<file path="src/rtl/keyword_matcher.sv">
// Keyword-spotting engine: collects a character word, then scans a writable
// keyword table one entry per cycle and reports the lowest matching index.
module keyword_matcher #(
    parameter int DW       = 8,
    parameter int KEY_LEN  = 8,
    parameter int NUM_KEYS = 16,
    parameter int AW       = $clog2(NUM_KEYS),
    parameter int LW       = $clog2(KEY_LEN + 1)
) (
    input  logic                  clk,
    input  logic                  rst,
    input  logic                  in_valid,
    output logic                  in_ready,
    input  logic [DW-1:0]         datain,
    input  logic                  in_last,
    input  logic                  key_we,
    input  logic [AW-1:0]         key_waddr,
    input  logic [KEY_LEN*DW-1:0] key_wdata,
    input  logic [LW-1:0]         key_wlen,
    output logic [AW-1:0]         add,
    output logic                  busy,
    output logic                  match_valid,
    output logic                  match_hit,
    output logic [AW-1:0]         match_idx,
    output logic [15:0]           hit_count,
    output logic [1:0]            dbg_state
);

    // Handshake: a character transfers on a rising edge where in_valid and
    // in_ready are both high; in_ready is high only in COLLECT.
    typedef enum logic [1:0] {
        S_COLLECT = 2'd0,
        S_SCAN    = 2'd1,
        S_REPORT  = 2'd2
    } state_t;

    state_t                r_state;
    logic [LW-1:0]         r_count;
    logic                  r_overflow;
    logic [DW-1:0]         r_buf [KEY_LEN];
    logic [AW-1:0]         r_add;
    logic                  r_match_valid;
    logic                  r_match_hit;
    logic [AW-1:0]         r_match_idx;
    logic [15:0]           r_hit_count;

    logic [KEY_LEN*DW-1:0] r_key_data [NUM_KEYS];
    logic [LW-1:0]         r_key_len  [NUM_KEYS];
    logic [NUM_KEYS-1:0]   r_key_valid;

    logic                  w_busy;
    logic                  w_accept;
    logic                  w_key_wr;
    logic                  w_chars_eq;
    logic                  w_match;
    logic [KEY_LEN*DW-1:0] w_entry_data;

    assign w_busy    = (r_state != S_COLLECT);
    assign w_accept  = in_valid && (r_state == S_COLLECT);
    assign w_key_wr  = key_we && !w_busy && !rst;

    assign in_ready    = (r_state == S_COLLECT);
    assign busy        = w_busy;
    assign add         = r_add;
    assign match_valid = r_match_valid;
    assign match_hit   = r_match_hit;
    assign match_idx   = r_match_idx;
    assign hit_count   = r_hit_count;
    assign dbg_state   = r_state;

    // Only the first word-length characters take part in the compare.
    always_comb begin
        w_entry_data = r_key_data[r_add];
        w_chars_eq   = 1'b1;
        for (int i = 0; i < KEY_LEN; i++) begin
            if ((LW'(i) < r_count) && (w_entry_data[i*DW +: DW] != r_buf[i])) begin
                w_chars_eq = 1'b0;
            end
        end
        w_match = r_key_valid[r_add] && (r_key_len[r_add] == r_count) &&
                  !r_overflow && w_chars_eq;
    end

    // Character and length storage survives reset; only valid bits clear.
    always_ff @(posedge clk) begin
        if (w_key_wr) begin
            r_key_data[key_waddr] <= key_wdata;
            r_key_len[key_waddr]  <= key_wlen;
        end
    end

    always_ff @(posedge clk) begin
        if (rst) begin
            r_key_valid <= '0;
        end else if (w_key_wr) begin
            r_key_valid[key_waddr] <= (key_wlen != '0) && (key_wlen <= LW'(KEY_LEN));
        end
    end

    always_ff @(posedge clk) begin
        if (rst) begin
            r_state       <= S_COLLECT;
            r_count       <= '0;
            r_overflow    <= 1'b0;
            r_add         <= '0;
            r_match_valid <= 1'b0;
            r_match_hit   <= 1'b0;
            r_match_idx   <= '0;
            r_hit_count   <= '0;
            for (int i = 0; i < KEY_LEN; i++) begin
                r_buf[i] <= '0;
            end
        end else begin
            case (r_state)
                S_COLLECT: begin
                    if (w_accept) begin
                        if (r_count == LW'(KEY_LEN)) begin
                            r_overflow <= 1'b1;
                        end else begin
                            for (int i = 0; i < KEY_LEN; i++) begin
                                if (r_count == LW'(i)) begin
                                    r_buf[i] <= datain;
                                end
                            end
                            r_count <= r_count + 1'b1;
                        end
                        if (in_last) begin
                            r_state <= S_SCAN;
                            r_add   <= '0;
                        end
                    end
                end
                S_SCAN: begin
                    if (w_match) begin
                        r_match_hit   <= 1'b1;
                        r_match_idx   <= r_add;
                        r_match_valid <= 1'b1;
                        r_state       <= S_REPORT;
                    end else if (r_add == AW'(NUM_KEYS - 1)) begin
                        r_match_hit   <= 1'b0;
                        r_match_idx   <= '0;
                        r_match_valid <= 1'b1;
                        r_state       <= S_REPORT;
                    end else begin
                        r_add <= r_add + 1'b1;
                    end
                end
                S_REPORT: begin
                    r_match_valid <= 1'b0;
                    if (r_match_hit && (r_hit_count != 16'hFFFF)) begin
                        r_hit_count <= r_hit_count + 16'd1;
                    end
                    r_count    <= '0;
                    r_overflow <= 1'b0;
                    r_add      <= '0;
                    for (int i = 0; i < KEY_LEN; i++) begin
                        r_buf[i] <= '0;
                    end
                    r_state <= S_COLLECT;
                end
                default: r_state <= S_COLLECT;
            endcase
        end
    end

endmodule

</file>
<file path="config.mk">
export PLATFORM = sky130hd
export DESIGN_NAME = keyword_matcher
export DESIGN_NICKNAME = d
export VERILOG_FILES = /design/src/rtl/keyword_matcher.sv
export SDC_FILE = /design/constraint.sdc
export NUM_CORES = 1
export LEC_CHECK = 0
export CAP_MARGIN = 15
export CORE_ASPECT_RATIO = 1.5
export CORE_MARGIN = 1.5
export CORE_UTILIZATION = 42
export CTS_CLUSTER_DIAMETER = 120
export DETAILED_ROUTE_END_ITERATION = 16
export DONT_BUFFER_PORTS = 1
export HOLD_SLACK_MARGIN = 0.06
export SLEW_MARGIN = 40
export SYNTH_ARGS = -nofsm -noshare
export SYNTH_HDL_FRONTEND = slang
export SYNTH_SLANG_ARGS = --single-unit
</file>
<file path="constraint.sdc">
create_clock -name clk -period 8.53 [get_ports clk]
set_input_delay 1.706 -clock clk [delete_from_list [all_inputs] [get_ports clk]]
set_output_delay 1.706 -clock clk [all_outputs]
set_load 0.02 [all_outputs]
</file>
# Yosys cells after proc, flatten, opt, wreduce, memory -nomap -nowiden
# Memory sizes are Yosys's and may differ from the RTL's. A register that Yosys moved wholly into a read port is not among the register bits.
# Index checks and enable logic that the tools add are counted.
[totals] regBits=49 latchBits=0 ram_bits=1152 rom_bits=0 in_bits=85 out_inout_bits=30 elab_cells=217 mem_count=3
[memory_table] memory="r_key_data" words=16 word_bits=64 read_ports=1 rd_ports_with_merged_regs=1 wr=1 line_no="47" source="logic [KEY_LEN*DW-1:0] r_key_data [NUM_KEYS];"
[memory_table] memory="r_buf" words=8 word_bits=8 read_ports=8 rd_ports_with_merged_regs=0 wr=8 line_no="40" source="logic [DW-1:0] r_buf [KEY_LEN];"
[memory_table] memory="r_key_len" words=16 word_bits=4 read_ports=1 rd_ports_with_merged_regs=1 wr=1 line_no="48" source="logic [LW-1:0] r_key_len [NUM_KEYS];"
[op_classes] n_addsub=3 n_mul=0 div_mod_pow=0 magnitude_cmp=12 eq_ne=28 n_shift=0 muxes=111 n_bitwise=16 reduce_logical=35
[op_table] cell="8-bit two-way mux" count=16
[op_table] cell="1-bit two-way mux" count=71
[op_table] cell="8-bit inequality test" count=8
[op_table] cell="4-bit two-way mux" count=12
[op_table] cell="1-bit logical AND" count=17
[op_table] cell="16-bit by 1-bit adder with 16-bit output, second input constant" count=1
[op_table] cell="16-bit bitwise mux" count=1
[op_table] cell="4-bit by 3-bit equality test with 1-bit output, second input constant" count=4
[op_table] cell="3-bit by 4-bit less-than comparator with 1-bit output, first input constant" count=4
[op_table] cell="16-bit inequality test, second input constant" count=1
[op_table] cell="1-bit OR" count=16
[op_table] cell="4-bit case mux with 3 select lines" count=1
[op_table] cell="4-bit by 5-bit less-than comparator with 1-bit output, second input constant" count=2
[op_table] cell="3-bit AND reduction" count=3
[op_table] cell="4-bit by 1-bit adder with 4-bit output, second input constant" count=2
[op_table] cell="4-bit by 2-bit equality test with 1-bit output, second input constant" count=2
[op_table] cell="4-bit equality test, second input constant" count=2
[op_table] cell="1-bit by 4-bit less-than comparator with 1-bit output, first input constant" count=2
[op_table] cell="2-bit by 4-bit less-than comparator with 1-bit output, first input constant" count=2
[op_table] cell="2-bit two-way mux" count=4
[op_table] cell="4-bit case mux with 2 select lines" count=1
[op_table] cell="2-bit nonzero test" count=4
[op_table] cell="2-bit by 1-bit inequality test with 1-bit output, second input constant" count=3
[op_table] cell="2-bit inequality test, second input constant" count=3
[op_table] cell="18 further kinds" count=23

# Depth between registers and ports, before layout
# Gate-level depths: netlist (run 1).
[logic_depth] depth_word=15 depth_mapped=17

# Worst setup path before layout (run 1)
# Ideal clock, no wire load.
[synth_timing] path_type="in2reg" from="input rst" to="register r_key_valid[0]" arrival_ns=7.587 setup_slack_ns=0.816 cell_stages=7 n_path_buf=1 path_cell_list="nor2_1 -> nand2_1 -> or3_1 -> clkbuf_1 -> nor3_1 -> mux2i_1 -> nor2_1"
[synth_between] elab_chain_cells=2
[synth_rtl] item="start: declaration" line_no="11" source="input logic rst,"
[synth_rtl] item="1-bit zero test" line_no="60" source="assign w_key_wr = key_we && !w_busy && !rst;"
[synth_rtl] item="1-bit logical AND" line_no="60"
[synth_rtl] item="end signal: indexed assignment" line_no="96" source="r_key_valid[key_waddr] <= (key_wlen != '0) && (key_wlen <= LW'(KEY_LEN));"
[synth_rtl] item="end: declaration" line_no="49" source="logic [NUM_KEYS-1:0] r_key_valid;"
# Parallel ways exist; a longest one is shown, timed or not.
# A chain may end at the register's enable or synchronous reset.

==> results.sh, run 1 <==
export IMPL_synth_top_cell_by_area="edfxtp_1"
export IMPL_grt_first_pass_wirelength_mm=176
export IMPL_synthCells=2459
export IMPL_grt_overflow_total=0
export IMPL_cts_resized=0
export IMPL_timing_final_crit_period_ns=4.97
export IMPL_hold_path_class="flop to flop"
export IMPL_drive_gt1_share_pct=18.7
export IMPL_synthFlopType="edfxtp_1"
export IMPL_path_common_cell="mux4_2"
export IMPL_rows=151
export IMPL_placed_cell_area_um2=49400
export IMPL_wl_per_cell_um=30.2
export IMPL_grt_usage_pct=21.3
export IMPL_max_freq_mhz=201
export IMPL_start_util_pct=42.3
export IMPL_critPathSlowestCell="dfxtp_4"
export IMPL_worstSetupPathType="flop to flop"
export IMPL_die_h_um=415
export IMPL_yosysSeqAreaShare_pct=74.2
export IMPL_dieArea_um2=115000
export IMPL_syn_cell_area_um2=47600
export IMPL_maxSlewViolCount=0
export IMPL_wirelength_mm=122
export IMPL_cts_root_buf="clkbuf_16"
export IMPL_syn2layout_area_growth_pct=10.9
export IMPL_slew_headroom_pct=36.5
export IMPL_synth_cell_types=70
export IMPL_die_w_um=278
export IMPL_ant_nets=0
export IMPL_vias=23600
export IMPL_cts_setup_buffers=0
export IMPL_postLayoutCoreUtil_pct=46.9
export IMPL_fin_setup_tns_ns=0
export IMPL_design_area_um2=52800
export IMPL_hold_buffers=0
export IMPL_synth_fp_nets=2549
export IMPL_async_flop_share_pct=0
export IMPL_grt_antenna_before_repair=0
export IMPL_fin_crit_sh_pct=58.2
export IMPL_grt_max_degree=89
export IMPL_clk_pin_slew_worst_paths_ns=0.06
export IMPL_first_iter_violations=2075
export IMPL_cp_required_ns=9.09
export IMPL_peakVddDrop_v=0.000226
export IMPL_holdWs_ns=0.478
export IMPL_io_pins=115
export IMPL_maxCapViolations=0
export IMPL_synth_edff_count=1120
export IMPL_slowest_delay_ns=0.84
export IMPL_crit_fanout=88
export IMPL_cp_arrival_ns=5.52
export IMPL_startpoint_type="flop"
export IMPL_setup_viol=0
export IMPL_worst_pin_slew_ns=0.948
export IMPL_viasPerCell=5.84
export IMPL_port_buffers=0
export IMPL_clock_latency_ns=0.72
export IMPL_ys_ff_latch=1205
export IMPL_avgSynthCellArea_um2=19.4
export IMPL_power_density_nw_per_um2=220
export IMPL_first_pass_iters=7
export IMPL_place_congestion=0.835
export IMPL_outcome="complete, no violations"
export IMPL_synth_top_area_share_pct=70.6
export IMPL_n_fill_cell=9357
export IMPL_clock_path_buffers=3
export IMPL_dp_hpwl_mm=71.8
export IMPL_final_nets=2595
export IMPL_hold_violations=0
export IMPL_numCtsBuffers=104
export IMPL_p_leak_uw=0.0163
export IMPL_htree_num_levels=3
export IMPL_cts_sinks=1205
export IMPL_crit_path_end_kind="flop"
export IMPL_drc=0
export IMPL_yosysWarnings=0
export IMPL_synthTopCellsByArea="edfxtp_1 (71%), mux4_2 (10%), mux2i_1 (3.7%)"
export IMPL_rsz0062_at_grt="no"
export IMPL_first_global_vias=24700
export IMPL_cts_tree="built"
export IMPL_cp_cell_sequence="buf_12, mux4_2, mux4_2, xor2_1, nor4_1, nand4_1, a211o_1, o22ai_1, and4bb_1, or4_1, o211ai_1"
export IMPL_coreArea_um2=113000
export IMPL_clock_skew_ns=0.0258
per-stage QoR:
stage	worst slack (ns)	std cells	power (uW)
floorplan	0.816	2459	6940
global placement	3.59	3847	7040
detailed placement	3.55	3851	7050
CTS	3.52	4043	11700
global route	3.35	4044	12000
finish	3.56	4047	11600
power breakdown:
group | switching, uW | internal, uW | leakage, uW
sequential | 28.9 | 6500 | 0.0108
combinational | 234 | 159 | 0.00385
clock | 2090 | 2630 | 0.00164
layout by cell type (no fill, tap or decap), drive strengths merged, types with 6 or more instances in the layout:
cell,Yosys,routed
xor2,77,77
clkbuf,30,138
buf,84,54
edfxtp,1120,1120
nor2,93,93
a22o,6,6
mux2i,175,175
dfxtp,85,85
a31oi,13,13
o21ai,41,41
bufinv,0,10
a21oi,39,39
nand4,12,12
xnor2,85,85
clkinv,0,38
nand2b,10,10
nor2b,15,15
nand2,103,103
a22oi,16,16
nor3,18,18
mux2,26,26
a211oi,9,9
a221oi,22,22
mux4,219,219
nor4,9,9
nand3,37,37
o211ai,10,10
inv,8,12
and3,23,23
o22ai,14,14
critical path: cells and delay by family, from the launching register on:
family | cells | cell delay, ns
xor+xnor | 1 | 0.16
simple gates | 4 | 1.66
buf+inv | 1 | 0.53
flops | 1 | 0.84
compound gates | 3 | 0.65
mux | 2 | 0.90
cell type report:
class | count | area, um2 | area share (%)
clock inverter | 54 | 548 | 1.04
multi-input combinational | 1132 | 11600 | 22.0
clock buffer | 138 | 2810 | 5.33
inverter | 8 | 30.0 | 0.0569
antenna | 3 | 7.51 | 0.0142
tap | 1453 | 1820 | 3.44
timing repair buffer | 54 | 619 | 1.17
sequential | 1205 | 35300 | 66.9
state kept, by name, indices dropped and copies added (netlist names), 2 cells and up, named ones only:
signal       count
r_key_len       64
r_key_data    1024
r_count          4
hit_count       16
r_buf           64
r_key_valid     16
dbg_state        2
match_idx        4
add              4
worst paths after layout:
| check | from | endpoint | slack [ns] | cells past startpoint |
|---|---|---|---|---|
| worst min register to register | r_buf[1][16] | r_buf[1][16] | 0.48 | 2 |
| worst max-delay path | flop | add[0] | 3.56 | 11 |
| worst min-delay path | r_buf[1][16] | r_buf[1][16] | 0.48 | 2 |
| worst max register to register | flop | add[0] | 3.56 | 11 |
synth_stat cells, drive strengths merged, types with 4 or more instances:
| master | number |
|---|---|
| mux2i | 175 |
| nor4 | 9 |
| edfxtp | 1120 |
| inv | 8 |
| o21ai | 41 |
| nand4 | 12 |
| nor3b | 5 |
| nor2b | 15 |
| a211oi | 9 |
| nor2 | 93 |
| o22ai | 14 |
| a31oi | 13 |
| a22oi | 16 |
| or3 | 5 |
| xor2 | 77 |
| xnor2 | 85 |
| ha | 5 |
| o22a | 4 |
| and3 | 23 |
| buf | 84 |
| nand2 | 103 |
| o211ai | 10 |
| dfxtp | 85 |
| nand3 | 37 |
| and2 | 4 |
| mux4 | 219 |
| a22o | 6 |
| clkbuf | 30 |
| nor3 | 18 |
| a21oi | 39 |
| a221oi | 22 |
| nand2b | 10 |
| mux2 | 26 |
routing by layer:
layer	GRT usage [%]	vias up	part of all wire [%]
li1	-	9997	-
met1	25.6	12700	38
met2	37.9	728	53
met3	4.21	184	6.1
met4	7.28	0	3.0
met5	0	-	0
kinds of logic after synthesis:
logic type	count (synthesis)	share of synthesized area (%)
DFF	1205	74.2
muxes	420	14.7
and+or+nand+nor	345	3.43
AOI/OAI and AO/OA	200	2.88
xor gates and xnor gates	162	2.98
buffers and inverters	122	1.72
adders and majority gates	5	0.131
(Power assumes the default switching activity.)
==> inputs of run 2 (changes only) <==
==> constraint.sdc (replaced) <==
create_clock -name clk -period 4.65 [get_ports clk]
set_input_delay 0.93 -clock clk [delete_from_list [all_inputs] [get_ports clk]]
set_output_delay 0.93 -clock clk [all_outputs]
set_load 0.02 [all_outputs]
==> run 2 against run 1 <==
Via count increased by 0.72%. Sequential share of layout area decreased by 1.2 points. Non-clock buffer count increased by 67. Sequential power increased by 84%. Clock power increased by 86%. Die area unchanged. Cell count increased by 1.8%. Flip-flop and latch count unchanged. Critical path type unchanged. Largest power group unchanged.
==> results.sh, run 2 (same netlist as run 1, synthesis figures left out) <==
export IMPL_regMostFlops="r_key_data"
export IMPL_fin_crit_sh_pct=98.8
export IMPL_io_pins=115
export IMPL_outcome="complete, no violations"
export IMPL_slew_headroom_pct=40.5
export IMPL_maxCapViolations=0
export IMPL_final_common_cell="edfxtp_1"
export IMPL_startpoint_type="flop"
export IMPL_fin_setup_tns_ns=0
export IMPL_p_leak_uw=0.0168
export IMPL_coreArea_um2=113000
export IMPL_clk_pin_slew_worst_paths_ns=0.07
export IMPL_grt_overflow_total=0
export IMPL_first_iter_violations=1954
export IMPL_cp_arrival_ns=5.17
export IMPL_timing_final_crit_period_ns=4.59
export IMPL_rows=151
export IMPL_syn2layout_area_growth_pct=12.9
export IMPL_reg_top3="r_key_data x1024, r_buf x64, r_key_len x64"
export IMPL_cts_sinks=1205
export IMPL_clock_latency_ns=0.71
export IMPL_drive_gt1_share_pct=21.1
export IMPL_grt_first_pass_wirelength_mm=177
export IMPL_post_place_ws_ns=0.107
export IMPL_hold_path_class="input port to flop"
export IMPL_clock_path_buffers=3
export IMPL_wirelength_mm=123
export IMPL_first_pass_iters=7
export IMPL_n_fill_cell=9264
export IMPL_crit_path_end_kind="flop"
export IMPL_slowest_delay_ns=0.63
export IMPL_clock_skew_ns=0.0236
export IMPL_numCtsBuffers=108
export IMPL_setup_ws_ns=0.0580
export IMPL_ant_nets=0
export IMPL_grt_antenna_before_repair=0
export IMPL_maxSlewViolCount=0
export IMPL_die_h_um=415
export IMPL_cts_tree="built"
export IMPL_grt_usage_pct=21.4
export IMPL_power_density_nw_per_um2=400
export IMPL_holdWs_ns=0.292
export IMPL_die_w_um=278
export IMPL_cts_setup_buffers=0
export IMPL_worst_pin_slew_ns=0.890
export IMPL_setup_viol=0
export IMPL_vias=23800
export IMPL_max_freq_mhz=218
export IMPL_hold_violations=0
export IMPL_grt_max_degree=64
export IMPL_place_congestion=0.833
export IMPL_rsz0062_at_grt="no"
export IMPL_hp_start="rst"
export IMPL_cts_root_buf="clkbuf_16"
export IMPL_viasPerCell=5.78
export IMPL_wl_per_cell_um=29.9
export IMPL_cp_required_ns=5.22
export IMPL_largest_register_ffs=1024
export IMPL_p_total_uw=21500
export IMPL_dp_hpwl_mm=74.9
export IMPL_dieArea_um2=115000
export IMPL_first_global_vias=24900
export IMPL_start_util_pct=42.3
export IMPL_final_nets=2666
export IMPL_crit_fanout=39
export IMPL_cp_cell_sequence="buf_12, mux2i_1, a22o_1, a221oi_1, xor2_1, a221oi_1, nand4_1, a211o_1, o22ai_1, and4bb_1, buf_12, or4_1, o211ai_1"
export IMPL_peakVddDrop_v=0.000315
export IMPL_htree_num_levels=3
export IMPL_port_buffers=0
export IMPL_critPathSlowestCell="dfxtp_4"
export IMPL_layout_common_cells="edfxtp_1 (1120), mux4_2 (219), mux2i_1 (175), clkbuf_16 (111), nand2_1 (103)"
export IMPL_drc=0
export IMPL_worstSetupPathType="flop to flop"
==> run 2: worst max-delay path, delay by kind of cell, from the launching register on <==
| family | cells | cell delay, ns |
|---|---|---|
| AND/OR/NAND/NOR | 3 | 0.97 |
| flip-flops | 1 | 0.63 |
| AO/OA/AOI/OAI | 6 | 2.02 |
| XOR/XNOR | 1 | 0.13 |
| buffers and inverters | 2 | 0.50 |
| multiplexers | 1 | 0.14 |
==> run 2: per-stage QoR <==
step,util (%),instances,instance area [um2]
CTS,47.7,4117,53700
floorplan,-,2459,47700
detailed placement,44.7,3919,50300
global placement,44.6,3915,50200
finish,47.7,4118,53800
global route,47.7,4117,53800
==> run 2: area by class of cell <==
cell class,count,area (um2),area share (%)
Multi-Input combinational cell,1132,11600,21.7
Sequential cell,1205,35300,65.7
Inverter,8,30.0,0.0559
Timing Repair Buffer,121,1470,2.73
Clock buffer,125,2840,5.27
Antenna cell,1,2.50,0.00465
Tap cell,1453,1820,3.38
Clock inverter,73,619,1.15
==> run 2: path summary, 6_finish.rpt <==
| check | to | slack, ns | cells past startpoint |
|---|---|---|---|
| worst max-delay path | add[0] | 0.06 | 13 |
| worst min-delay path | match_idx[3] | 0.29 | 1 |
| worst max register to register | add[0] | 0.06 | 13 |
| worst min register to register | r_key_valid[6] | 0.47 | 2 |
==> run 2: repair_timing <==
action,CTS,global route
hold endpoints to repair,0,0
setup endpoints to repair,0,3
hold buffers,0,0
resized for setup,0,2
==> run 2: per-layer routing <==
layer | wire length (um) | part of all wire (%) | global-route usage (%)
met1 | 45500 | 37 | 25.1
met2 | 66000 | 54 | 38.8
met3 | 8000 | 6.5 | 4.36
met4 | 3480 | 2.8 | 7.00
met5 | 0 | 0 | 0
==> run 2: report_power, final <==
part	total, uW	switching (uW)	leakage, uW	internal (uW)
Sequential	12000	55.3	0.0108	11900
Clock	8790	3920	0.00171	4870
Combinational	729	415	0.00428	314
